[config.mk]
export PLATFORM = sky130hd
export DESIGN_NAME = dt_skeleton_pack
export DESIGN_NICKNAME = d
export VERILOG_FILES = /design/src/rtl/dt_skeleton_pack.sv
export SDC_FILE = /design/constraint.sdc
export NUM_CORES = 1
export LEC_CHECK = 0
export ABC_AREA = 1
export CAP_MARGIN = 20
export CORE_MARGIN = 2
export CORE_UTILIZATION = 25
export CTS_CLUSTER_DIAMETER = 80
export DETAILED_ROUTE_END_ITERATION = 8
export GPL_ROUTABILITY_DRIVEN = 0
export HOLD_SLACK_MARGIN = 0.03
export PLACE_DENSITY = 0.44
export SYNTH_ARGS = -nofsm -noshare
export SYNTH_HDL_FRONTEND = slang
export SYNTH_SLANG_ARGS = --single-unit
export TNS_END_PERCENT = 1
[constraint.sdc]
create_clock -name clk -period 2.4 [get_ports clk]
set_input_delay 0.36 -clock clk [delete_from_list [all_inputs] [get_ports clk]]
set_output_delay 0.36 -clock clk [all_outputs]
set_load 0.05 [all_outputs]
[src/rtl/dt_skeleton_pack.sv]
// dt_skeleton_pack
// Scans the IMG_W x IMG_W 8-bit distance map held in res RAM after the
// distance transform finishes. A pixel is marked as a skeleton pixel when it is
// nonzero and no neighbour is larger; ties still count as maxima. Marked pixels
// are packed 16 per word, MSB = leftmost pixel, into skl RAM. The block also
// reports the largest distance seen and the number of skeleton pixels.
//
// Ports
//   clk       rising-edge clock
//   reset     asynchronous, active-low
//   start     1-cycle pulse; ignored while busy
//   res_rd    res RAM read enable
//   res_addr  res RAM address (row*IMG_W + col)
//   res_di    res RAM data, valid the cycle after the read is presented
//   skl_wr    skl RAM write strobe (1-cycle pulse)
//   skl_addr  skl word address (pixel_index >> 4)
//   skl_do    packed skeleton word, bit 15-(col%16) = pixel
//   busy      high from the cycle after an accepted start until done
//   done      sticky high after the final skl write, cleared by the next start
//   max_dist  largest distance value seen (valid when done)
//   pix_cnt   number of skeleton pixels (valid when done)
//
// Configuration macro
//   DT_SKEL_8N_EN  when defined, the four diagonal neighbours are tested too
//                  (8-neighbour); otherwise only N, W, E, S are tested.

module dt_skeleton_pack #(
   parameter int IMG_W = 128,
   parameter int AW    = 14,
   parameter int SAW   = 10
) (
   input  logic           clk,
   input  logic           reset,
   input  logic           start,
   output logic           res_rd,
   output logic [AW-1:0]  res_addr,
   input  logic [7:0]     res_di,
   output logic           skl_wr,
   output logic [SAW-1:0] skl_addr,
   output logic [15:0]    skl_do,
   output logic           busy,
   output logic           done,
   output logic [7:0]     max_dist,
   output logic [14:0]    pix_cnt
);

   localparam int LW = AW / 2;
   localparam logic [LW-1:0] EDGE = LW'(IMG_W - 1);
   localparam logic [AW-1:0] ROW  = AW'(IMG_W);
   localparam logic [AW-1:0] ONE  = AW'(1);

`ifdef DT_SKEL_8N_EN
   typedef enum logic [3:0] {
      IDLE, RD_C, RD_N, RD_W, RD_E, RD_S, RD_NW, RD_NE, RD_SW, RD_SE, CMP, PACK, DONE
   } state_t;
`else
   typedef enum logic [3:0] {
      IDLE, RD_C, RD_N, RD_W, RD_E, RD_S, CMP, PACK, DONE
   } state_t;
`endif

   state_t          state, state_nxt;
   logic [AW-1:0]   pix_index, pix_nxt;
   logic            rd_nxt;
   logic [AW-1:0]   addr_nxt;
   logic            rd_q;
   logic [7:0]      cap;
   logic [7:0]      c_val;
   logic            ok;
   logic [15:0]     shreg;
   logic [LW-1:0]   row_n, col_n;
   logic            top_n, bot_n, lft_n, rgt_n;

   // A read that was suppressed because the neighbour lies outside the image
   // returns 0, which can never beat a nonzero centre.
   assign cap = rd_q ? res_di : 8'h00;

   assign row_n = pix_nxt[AW-1:LW];
   assign col_n = pix_nxt[LW-1:0];
   assign top_n = (row_n == '0);
   assign bot_n = (row_n == EDGE);
   assign lft_n = (col_n == '0);
   assign rgt_n = (col_n == EDGE);

   // Next-state and next pixel index.
   always_comb begin
      state_nxt = state;
      pix_nxt   = pix_index;
      case (state)
         IDLE: begin
            if (start) begin
               state_nxt = RD_C;
               pix_nxt   = '0;
            end
         end
         RD_C:  state_nxt = RD_N;
         RD_N:  state_nxt = (cap == 8'h00) ? PACK : RD_W;
         RD_W:  state_nxt = RD_E;
         RD_E:  state_nxt = RD_S;
`ifdef DT_SKEL_8N_EN
         RD_S:  state_nxt = RD_NW;
         RD_NW: state_nxt = RD_NE;
         RD_NE: state_nxt = RD_SW;
         RD_SW: state_nxt = RD_SE;
         RD_SE: state_nxt = CMP;
`else
         RD_S:  state_nxt = CMP;
`endif
         CMP:   state_nxt = PACK;
         PACK: begin
            pix_nxt   = pix_index + ONE;
            state_nxt = (&pix_index) ? DONE : RD_C;
         end
         DONE:    state_nxt = IDLE;
         default: state_nxt = IDLE;
      endcase
   end

   // Read request for the state being entered, so the registered res_rd and
   // res_addr line up with the RD_x state itself.
   always_comb begin
      rd_nxt   = 1'b0;
      addr_nxt = '0;
      case (state_nxt)
         RD_C:  begin rd_nxt = 1'b1;             addr_nxt = pix_nxt;             end
         RD_N:  begin rd_nxt = !top_n;           addr_nxt = pix_nxt - ROW;       end
         RD_W:  begin rd_nxt = !lft_n;           addr_nxt = pix_nxt - ONE;       end
         RD_E:  begin rd_nxt = !rgt_n;           addr_nxt = pix_nxt + ONE;       end
         RD_S:  begin rd_nxt = !bot_n;           addr_nxt = pix_nxt + ROW;       end
`ifdef DT_SKEL_8N_EN
         RD_NW: begin rd_nxt = !top_n && !lft_n; addr_nxt = pix_nxt - ROW - ONE; end
         RD_NE: begin rd_nxt = !top_n && !rgt_n; addr_nxt = pix_nxt - ROW + ONE; end
         RD_SW: begin rd_nxt = !bot_n && !lft_n; addr_nxt = pix_nxt + ROW - ONE; end
         RD_SE: begin rd_nxt = !bot_n && !rgt_n; addr_nxt = pix_nxt + ROW + ONE; end
`endif
         default: begin rd_nxt = 1'b0; addr_nxt = '0; end
      endcase
   end

   // State, datapath and registered outputs. Each state captures the data
   // requested by the previous state; ok accumulates "centre >= neighbour".
   always_ff @(posedge clk or negedge reset) begin
      if (!reset) begin
         state     <= IDLE;
         pix_index <= '0;
         res_rd    <= 1'b0;
         res_addr  <= '0;
         rd_q      <= 1'b0;
         c_val     <= 8'h00;
         ok        <= 1'b0;
         shreg     <= 16'h0000;
         skl_wr    <= 1'b0;
         skl_addr  <= '0;
         skl_do    <= 16'h0000;
         busy      <= 1'b0;
         done      <= 1'b0;
         max_dist  <= 8'h00;
         pix_cnt   <= 15'd0;
      end else begin
         state     <= state_nxt;
         pix_index <= pix_nxt;
         res_rd    <= rd_nxt;
         res_addr  <= rd_nxt ? addr_nxt : '0;
         rd_q      <= res_rd;
         skl_wr    <= 1'b0;
         case (state)
            IDLE: begin
               if (start) begin
                  busy     <= 1'b1;
                  done     <= 1'b0;
                  max_dist <= 8'h00;
                  pix_cnt  <= 15'd0;
                  shreg    <= 16'h0000;
               end
            end
            RD_N: begin
               c_val <= cap;
               ok    <= (cap != 8'h00);
               if (cap > max_dist) max_dist <= cap;
            end
`ifdef DT_SKEL_8N_EN
            RD_W, RD_E, RD_S, RD_NW, RD_NE, RD_SW, RD_SE, CMP: ok <= ok && (cap <= c_val);
`else
            RD_W, RD_E, RD_S, CMP: ok <= ok && (cap <= c_val);
`endif
            PACK: begin
               pix_cnt <= pix_cnt + {14'd0, ok};
               // The 16th pixel of a word completes it; write it out next cycle.
               if (pix_index[3:0] == 4'hF) begin
                  skl_wr   <= 1'b1;
                  skl_addr <= pix_index[AW-1:4];
                  skl_do   <= {shreg[14:0], ok};
                  shreg    <= 16'h0000;
               end else begin
                  shreg <= {shreg[14:0], ok};
               end
            end
            DONE: begin
               busy <= 1'b0;
               done <= 1'b1;
            end
            default: ;
         endcase
      end
   end

endmodule

* Word level (Yosys, flattened, before mapping) *
Index checks and enable logic that the tools add are counted.

word-level totals
  logic and storage cells = 86
  flip-flop bits (word level) = 110
  bits of input ports = 11
  output and inout bits = 67

operators by class
  magnitude comparators = 2
  $add $sub $neg = 6
  equal/unequal tests = 18
  multiplexer cells = 25
  reductions and logical operators = 20

operator list
  cell                                                                   number
  14-bit case mux with 5 select lines                                    1
  15-bit case mux with 2 select lines                                    2
  15-bit 2-to-1 mux                                                      3
  4-bit case mux with 8 select lines                                     1
  14-bit by 1-bit adder with 14-bit output (second input constant)       2
  14-bit 2-to-1 mux                                                      2
  14-bit case mux with 2 select lines                                    1
  4-bit by 3-bit == test with 1-bit output (second input constant)       6
  8-bit 2-to-1 mux                                                       3
  4-bit by 2-bit == test with 1-bit output (second input constant)       4
  8-bit case mux with 2 select lines                                     1
  15-bit by 1-bit adder with 15-bit output                               1
  14-bit by 8-bit adder with 14-bit output (second input constant)       1
  7-bit == test (second input constant)                                  2
  7-bit logical NOT                                                      2
  14-bit AND reduction                                                   1
  14-bit by 1-bit subtractor with 14-bit output (second input constant)  1
  14-bit by 8-bit subtractor with 14-bit output (second input constant)  1
  4-bit by 1-bit == test with 1-bit output (second input constant)       2
  4-bit == test (second input constant)                                  2
  8-bit > comparator                                                     1
  8-bit less-or-equal comparator                                         1
  8-bit logical NOT                                                      1
  4-bit 2-to-1 mux                                                       2
  other kinds (13)                                                       27

* Depth between registers and ports, before layout *
Gate-level depths: netlist of run 1.

  word-level depth = 7
  depth in mapped cells = 21
  depth with buffers taken out = 21

* Worst setup path before layout of run 1 *
No wires, ideal clock.

  path type = register to register
  start = register pix_index[0]
  end = register res_addr[13]
  setup time = 0.113 ns
  clock period less this slack = 2.509 ns
  data required time = 2.287 ns
  cell stages (with the launch flop) = 19
  path buffers = 0
  data arrival time = 2.397 ns
  setup slack = -0.109 ns
  cells stage by stage = dfrtp_1 -> ha_1 -> nand2_2 -> nor2_4 -> nand2_1 -> nand2_1 -> nand3_1 -> nand2_1 -> inv_1 -> fa_1 -> nor3_1 -> nor2_1 -> nand3b_1 -> nand3_1 -> nand2_1 -> nor2_1 -> nand2_1 -> nand2_1 -> inv_1

on the way
  cells in the longest elaborated chain, start to end = 6
  elaborated cells between the ends (all ways) = 26
  classes of those cells = 5 x add/sub; 7 x eq/ne; 7 x mux; 7 x reduce/logical

RTL lines
  what                                                                              line  RTL
  start, declared                                                                   63    logic [AW-1:0] pix_index, pix_nxt;
  start signal, assigned                                                            161   pix_index <= pix_nxt;
  14-bit by 1-bit adder with 14-bit output (*)                                      111   pix_nxt = pix_index + ONE;
  14-bit case mux with 2 select lines (*)                                           89    case (state)
  net pix_nxt[8]                                                                    63
  branches (longest 3 deep; another with 14-bit by 8-bit adder with 14-bit output)  -
  14-bit 2-to-1 mux (*)                                                             163   res_addr <= rd_nxt ? addr_nxt : '0;
  end signal, assigned                                                              163
  end, declared                                                                     36    output logic [AW-1:0] res_addr,

Mark *: on every way through the listed nets, which the timed path passes.
A chain may end at the register's enable or synchronous reset.

* Final worst setup path of run 1 *
  start = register state[2]
  end = register res_addr[9]

on the way
  cells in the longest elaborated chain, start to end = 6
  elaborated cells between the ends (all ways) = 31
  classes of those cells = 4 x add/sub; 14 x eq/ne; 6 x mux; 7 x reduce/logical

RTL lines
  what                                                                                  line  RTL
  start, declared                                                                       62    state_t state, state_nxt;
  start signal, assigned                                                                160   state <= state_nxt;
  4-bit by 3-bit == test with 1-bit output / 4-bit logical NOT (equally long branches)  89
  14-bit case mux with 2 select lines (*)                                               89
  net pix_nxt[4]                                                                        63
  branches (longest 3 deep; another with 14-bit by 8-bit adder with 14-bit output)      -
  14-bit 2-to-1 mux (*)                                                                 163

Marks and branches as above.

==> out/metrics.yaml, run 1 <==
final_layout:
  num_antenna_cells: 0
  drive_gt1_frac: 0.265
  fill_cells: 2662
  layout.nets: 1124
  syn2layout_area_growth_pct: 48.2
  final_util: 0.379
  regArea_um2: 2750
  multiInputGateArea_um2: 3510
timing:
  period_needed_ns: 2.59
  fin_ws_ns: -0.185
  hold_viol: 0
  min_period_over_period: 1.08
  fin_tns_setup_ns: -1.78
  fin_worst_skew_ns: 0.0148
  setup_viol: 15
  max_freq_mhz: 387
  rsz0062_at_grt: "true"
  max_slew_margin: 0.659
  worst_pin_slew_ns: 0.510
  slew_violations: 0
yosys:
  yosysSeqAreaShare: 0.426
  synthCells: 842
  avgSynthCellArea_um2: 7.67
  synth-edff-count: 0
  ys.warnings.count: 0
  synth_fp_nets: 891
  async_flop_share: 1.00
  synth_cell_type_count: 42
  synth_seq_cells: 110
  synth_ff_type: "dfrtp_1"
  syn_area_um2: 6460
placement:
  dp_hpwl_um: 14700
  port_buffers: 77
worst_setup_path:
  r2r_end: "res_addr[9]$_DFF_PN0_"
  setup.worst_path.end_class: "flip-flop"
  cp.required_ns: 2.66
  path_class: "reg2reg"
  crit_path_cell_trace: "buf_4 -> nand2_2 -> nor2_4 -> buf_4 -> buf_6 -> nand2_2 -> nand3_1 -> nand2_4 -> ha_4 -> buf_4 -> nand2_1 -> nor2_1 -> nand2_1 -> nand2_2 -> nand2_1 -> nand2_1 -> nand2_1 -> nand3_1 -> nand3_1 -> nand2_1 -> inv_1"
  worstRegToRegCells: 21
  path_max_fanout: 6
  start_kind: "flip-flop"
  slowest_delay_ns: 0.41
  crit_start: "state[2]$_DFF_PN0_"
  rr_startpoint: "state[2]$_DFF_PN0_"
  r2r_setup_slack_ns: -0.19
  worstSetupEndpoint: "res_addr[9]$_DFF_PN0_"
  cp.arrival_ns: 2.85
  slowest_stage: "dfrtp_1"
  crit_top_cell: "nand2_1"
pwr:
  combPwrFrac: 0.649
  powerDensity_nw_per_um2: 1200
  leakage_nw: 4.74
  vdd_drop_max_mv: 0.461
  p_clk_frac: 0.134
  p_switching_w: 0.00534
  internal_power_w: 0.00617
  seq_power_share: 0.216
  sw_frac_of_total: 0.464
grt:
  antenna_found_initial: 0
  grt_pass1_wl_um: 30900
  grt_overflow: 0
  grt_use_total: 0.146
  first_global_vias: 5993
  grt_max_degree: 49
floorplanning:
  dieWidth_um: 165
  start_util: 0.256
  die_h_um: 165
  coreArea_um2: 25300
  rows: 58
  die_area_um2: 27100
  ios: 78
clock_tree:
  clock_tree.buffer_depth: 2
  clk_latency_ns: 0.37
  cts_root_buf: "clkbuf_16"
  cts.sinks: 110
  clk_pin_slew_ns: 0.08
  htreeDepth: 3
  cts_buffers: 9
  cts_tree: "yes"
detailed_routing:
  routedWlPerCell_um: 13.5
  ant_nets: 0
  drc_errors: 0
  vias: 6140
  wl_um: 19100
  via_per_inst: 4.35
  dr.pass1.iters: 4
  drtIter0Drc: 250
status:
  violations: "negative setup slack"
  status: "finished, violations left"
worst_hold_path:
  hold_path_class: "reg2reg"
flow_run:
  cap_violations: 0
## cell families after synthesis
kind of cell / synth area share
AOI/OAI and AO/OA: 0.121
xor gates and xnor gates: 0.00407
adders and majority gates: 0.0759
buffers and inverters: 0.0947
DFF: 0.426
muxes: 0.00155
and+or+nand+nor: 0.276
## layout make-up
class | instances | area share
repair buffers | 241 | 0.219
well taps | 330 | 0.0431
clock inverters | 6 | 0.00693
flip-flops and latches | 110 | 0.288
inverters | 133 | 0.0531
multi-input cells | 580 | 0.366
clock buffers | 10 | 0.0239
## synth_stat cells, types with 9 or more instances
master	number	area share
inv_1	127	0.074
nand4_1	13	0.013
ha_1	36	0.070
nor2_1	52	0.030
o21bai_1	9	0.010
o22ai_1	19	0.018
a21oi_1	30	0.023
nand2_1	214	0.12
dfrtp_1	110	0.43
nand3_1	69	0.053
o21ai_0	64	0.050
clkbuf_1	10	0.0058
nand2_2	13	0.013
## cells in the final DEF, fill, tap and decap left out, types with 6 or more instances in the layout
cell type / instances
ha_1: 23
nor2_1: 48
nand2_2: 20
o21bai_1: 8
nor2_4: 8
nand3_1: 61
nand3_2: 10
buf_4: 151
o21ai_2: 6
clkdlybuf4s50_1: 76
o22ai_1: 19
nand4_1: 13
a21oi_2: 7
ha_4: 13
o21ai_0: 57
nand2_4: 8
clkbuf_16: 9
buf_6: 8
nand2_1: 201
inv_2: 8
dfrtp_1: 109
inv_1: 121
a21oi_1: 23
o21ai_1: 7
## worst min-delay path by stage
stage	endpoint	depth (start not counted)	slack [ns]	from
after floorplan	busy$_DFFE_PN0P_	0	0.06	reset
after global placement	res_addr[3]$_DFF_PN0_	1	0.29	reset
after detailed placement	res_addr[3]$_DFF_PN0_	1	0.29	reset
after CTS	rd_q$_DFF_PN0_	0	0.40	res_rd$_DFF_PN0_
after global routing	rd_q$_DFF_PN0_	0	0.41	res_rd$_DFF_PN0_
final	rd_q$_DFF_PN0_	0	0.39	res_rd$_DFF_PN0_
## flip-flops by register name, summed over array words and instances, names as in the netlist
name / count
skl_do: 16
max_dist: 8
res_addr: 14
busy: 1
state: 4
rd_q: 1
c_val: 8
skl_wr: 1
pix_cnt: 15
skl_addr: 10
res_rd: 1
shreg: 15
done: 1
ok: 1
pix_index: 14
## layer usage
metal,vias up,global-route usage,share of wire
met5,-,0,0
met4,0,0.0387,0.014
met3,18,0.0203,0.029
met2,78,0.238,0.46
met1,2830,0.203,0.50
li1,3214,-,-
## worst max-delay path, delay by kind of cell (launching register included)
family                     cells  cell delay (ns)
adders and majority gates      1             0.27
buffers and inverters          5             0.56
and+or+nand+nor               15             1.25
DFF                            1             0.41
## metrics by stage
| step | setup slack, ns | power, W | cell area [um^2] | hold WS (ns) | instances |
|---|---|---|---|---|---|
| 5_1_grt | -0.416 | 0.0125 | 9570 | 0.409 | 1410 |
| 3_5_place_dp | -0.664 | 0.00947 | 8770 | 0.294 | 1380 |
| 6_report | -0.185 | 0.0115 | 9570 | 0.390 | 1410 |
| 4_1_cts | -0.203 | 0.0116 | 9500 | 0.398 | 1409 |
| 3_3_place_gp | -0.606 | 0.00944 | 8770 | 0.292 | 1380 |
| 2_1_floorplan | -0.00704 | 0.00666 | 6530 | 0.0644 | 842 |
## power groups by stage
stage	combinational [W]	sequential, W	clock [W]
detailed placement	0.00694	0.00253	0
global placement	0.00691	0.00254	0
global route	0.00831	0.00254	0.00167
floorplan	0.00350	0.00316	0
finish	0.00747	0.00249	0.00155
CTS	0.00748	0.00250	0.00160
## repair_timing
action | in CTS | in global routing
gates resized for setup | 71 | 12
pin swaps | 30 | 2
endpoints found under the setup margin | 15 | 15
hold buffers | 1 | 0
hold endpoints to repair | 16 | 0
buffers inserted | 12 | 1
No activity file was read; power rests on OpenSTA's default activity.
==> inputs of run 2 (changes only) <==
Settings changed: SKIP_LAST_GASP from default to 1.
==> run 2 against run 1 <==
  * The run still ends with negative setup slack left
  * Non-clock buffer count rose by 12
  * Clock skew fell by 0.0012 ns
  * Worst setup slack got worse by 0.021 ns
  * First-iteration DRC count rose by 13%
  * Fmax fell by 0.80%
  * Hold slack barely moved
  * Clock power barely moved
  * Sequential share of layout area fell by 0.35 points
  * Via count rose by 0.47%
  * Utilization rose by 0.46 points
  * Critical path type unchanged
  * Critical endpoint is now res_addr[12]$_DFF_PN0_
  * Highest routed layer unchanged
==> out/metrics.yaml, run 2 (synthesis gave the netlist of run 1 again) <==
detailed_routing:
  via_per_inst: 4.34
  dr.pass1.iters: 6
  drc_errors: 0
  vias: 6169
  routedWlPerCell_um: 13.5
  wl_um: 19100
  ant_nets: 0
  drtIter0Drc: 283
worst_setup_path:
  crit_top_cell: "nand3_1"
  slowest_stage: "dfrtp_1"
  start_kind: "flip-flop"
  setup.worst_path.end_class: "flip-flop"
  path_class: "reg2reg"
  critical_path_buf_inv_count: 3
  crit_family: "simple AND/OR/NAND/NOR gates"
  rr_startpoint: "pix_index[1]$_DFF_PN0_"
  crit_start: "pix_index[1]$_DFF_PN0_"
  slowest_delay_ns: 0.40
  crit_path_cell_trace: "ha_4 -> nand2_4 -> nor2_4 -> buf_4 -> nand3_1 -> nand3_4 -> nand2_4 -> buf_4 -> ha_1 -> a21oi_2 -> nor2_1 -> a211oi_2 -> nand3_1 -> nand3_1 -> nand3_1 -> nand2_2 -> inv_2"
  path_max_fanout: 5
  cp.arrival_ns: 2.87
  cp.required_ns: 2.67
floorplanning:
  rows: 58
  coreArea_um2: 25300
  die_h_um: 165
  die_area_um2: 27100
  start_util: 0.256
  dieWidth_um: 165
  ios: 78
status:
  violations: "negative setup slack"
  status: "finished, violations left"
worst_hold_path:
  hold_path_class: "reg2reg"
  hold_start: "res_rd$_DFF_PN0_"
timing:
  hold_viol: 0
  setup_viol: 15
  min_period_over_period: 1.09
  fin_worst_skew_ns: 0.0136
  rsz0062_at_grt: "true"
  max_slew_margin: 0.659
  worst_pin_slew_ns: 0.510
  fin_tns_setup_ns: -1.92
  slew_violations: 0
  max_freq_mhz: 384
  fin_hold_ws_ns: 0.390
  fin_ws_ns: -0.206
  period_needed_ns: 2.61
clock_tree:
  cts_buffers: 9
  clk_pin_slew_ns: 0.08
  cts_tree: "yes"
  clock_tree.buffer_depth: 2
  cts.sinks: 110
  cts_root_buf: "clkbuf_16"
  clk_latency_ns: 0.37
  htreeDepth: 3
flow_run:
  cap_violations: 0
final_layout:
  num_antenna_cells: 0
  final_util: 0.384
  mostFrequentLayoutCell: "nand2_1"
  drive_gt1_frac: 0.275
  final_cell_mix: "197 x nand2_1, 159 x buf_4, 120 x inv_1"
  max_flop_register: "skl_do"
  largestRegisters: "skl_do: 16 flops, pix_cnt: 15 flops, shreg: 15 flops"
  layout.nets: 1136
  largest_reg_flops: 16
  syn2layout_area_growth_pct: 50.0
pwr:
  p_total_w: 0.0116
  vdd_drop_max_mv: 0.484
  powerDensity_nw_per_um2: 1190
  leakage_nw: 4.80
grt:
  grt_use_total: 0.145
  grt_pass1_wl_um: 30700
  grt_max_degree: 49
  met2_usage: 0.237
  first_global_vias: 5969
  grtUsageMet1: 0.202
  grt_overflow: 0
  grt_busiest_layer: "met2"
  grt_use_met3: 0.0203
  antenna_found_initial: 0
placement:
  port_buffers: 77
  pre_cts_ws_ns: -0.664
  dp_hpwl_um: 14700
run 2: cell types whose count changed in the layout (fill, tap and decap cells not counted), sizes merged:
cell / change
clkinv: +1
inv: -1
buf: +12
run 2: per-layer routing:
metal / vias to the layer above / routed length (um)
met4: 0 / 239
met5: - / 0
met1: 2843 / 9510
li1: 3234 / -
met3: 16 / 556
met2: 76 / 8830
run 2: path summary, 6_finish.rpt:
path	cells past startpoint	slack, ns	endpoint
worst min register to register	0	0.39	rd_q$_DFF_PN0_
worst max-delay path	17	-0.21	res_addr[12]$_DFF_PN0_
worst min-delay path	0	0.39	rd_q$_DFF_PN0_
min in group asynchronous	2	0.43	res_addr[10]$_DFF_PN0_
worst max register to register	17	-0.21	res_addr[12]$_DFF_PN0_
max in group asynchronous	3	1.31	pix_cnt[1]$_DFFE_PN0P_
run 2: layout make-up:
type                            instances  area [um^2]
Inverter                              133          510
Timing Repair Buffer                  253         2200
Tap cell                              330          413
Clock buffer                           10          229
Sequential cell                       110         2750
Clock inverter                          6         66.3
Fill cell                            2663        15600
Multi-Input combinational cell        580         3510
run 2: timing repair:
item	4_1_cts	5_1_grt
endpoints found under the setup margin	15	15
hold endpoints to repair	16	0
resized for setup	62	30
hold buffers	1	0
setup buffers	12	14
pin swaps	28	21
run 2: power by group:
group          switching, W  internal (W)  leakage, nW
clock network      0.000807      0.000739        0.145
registers          0.000242       0.00225         1.38
logic               0.00429       0.00323         3.28
run 2: stage by stage:
step / instances / instance area, um^2
detailed placement: 1380 / 8770
floorplan: 842 / 6530
finish: 1422 / 9690
CTS: 1409 / 9460
global route: 1422 / 9690
global placement: 1380 / 8770
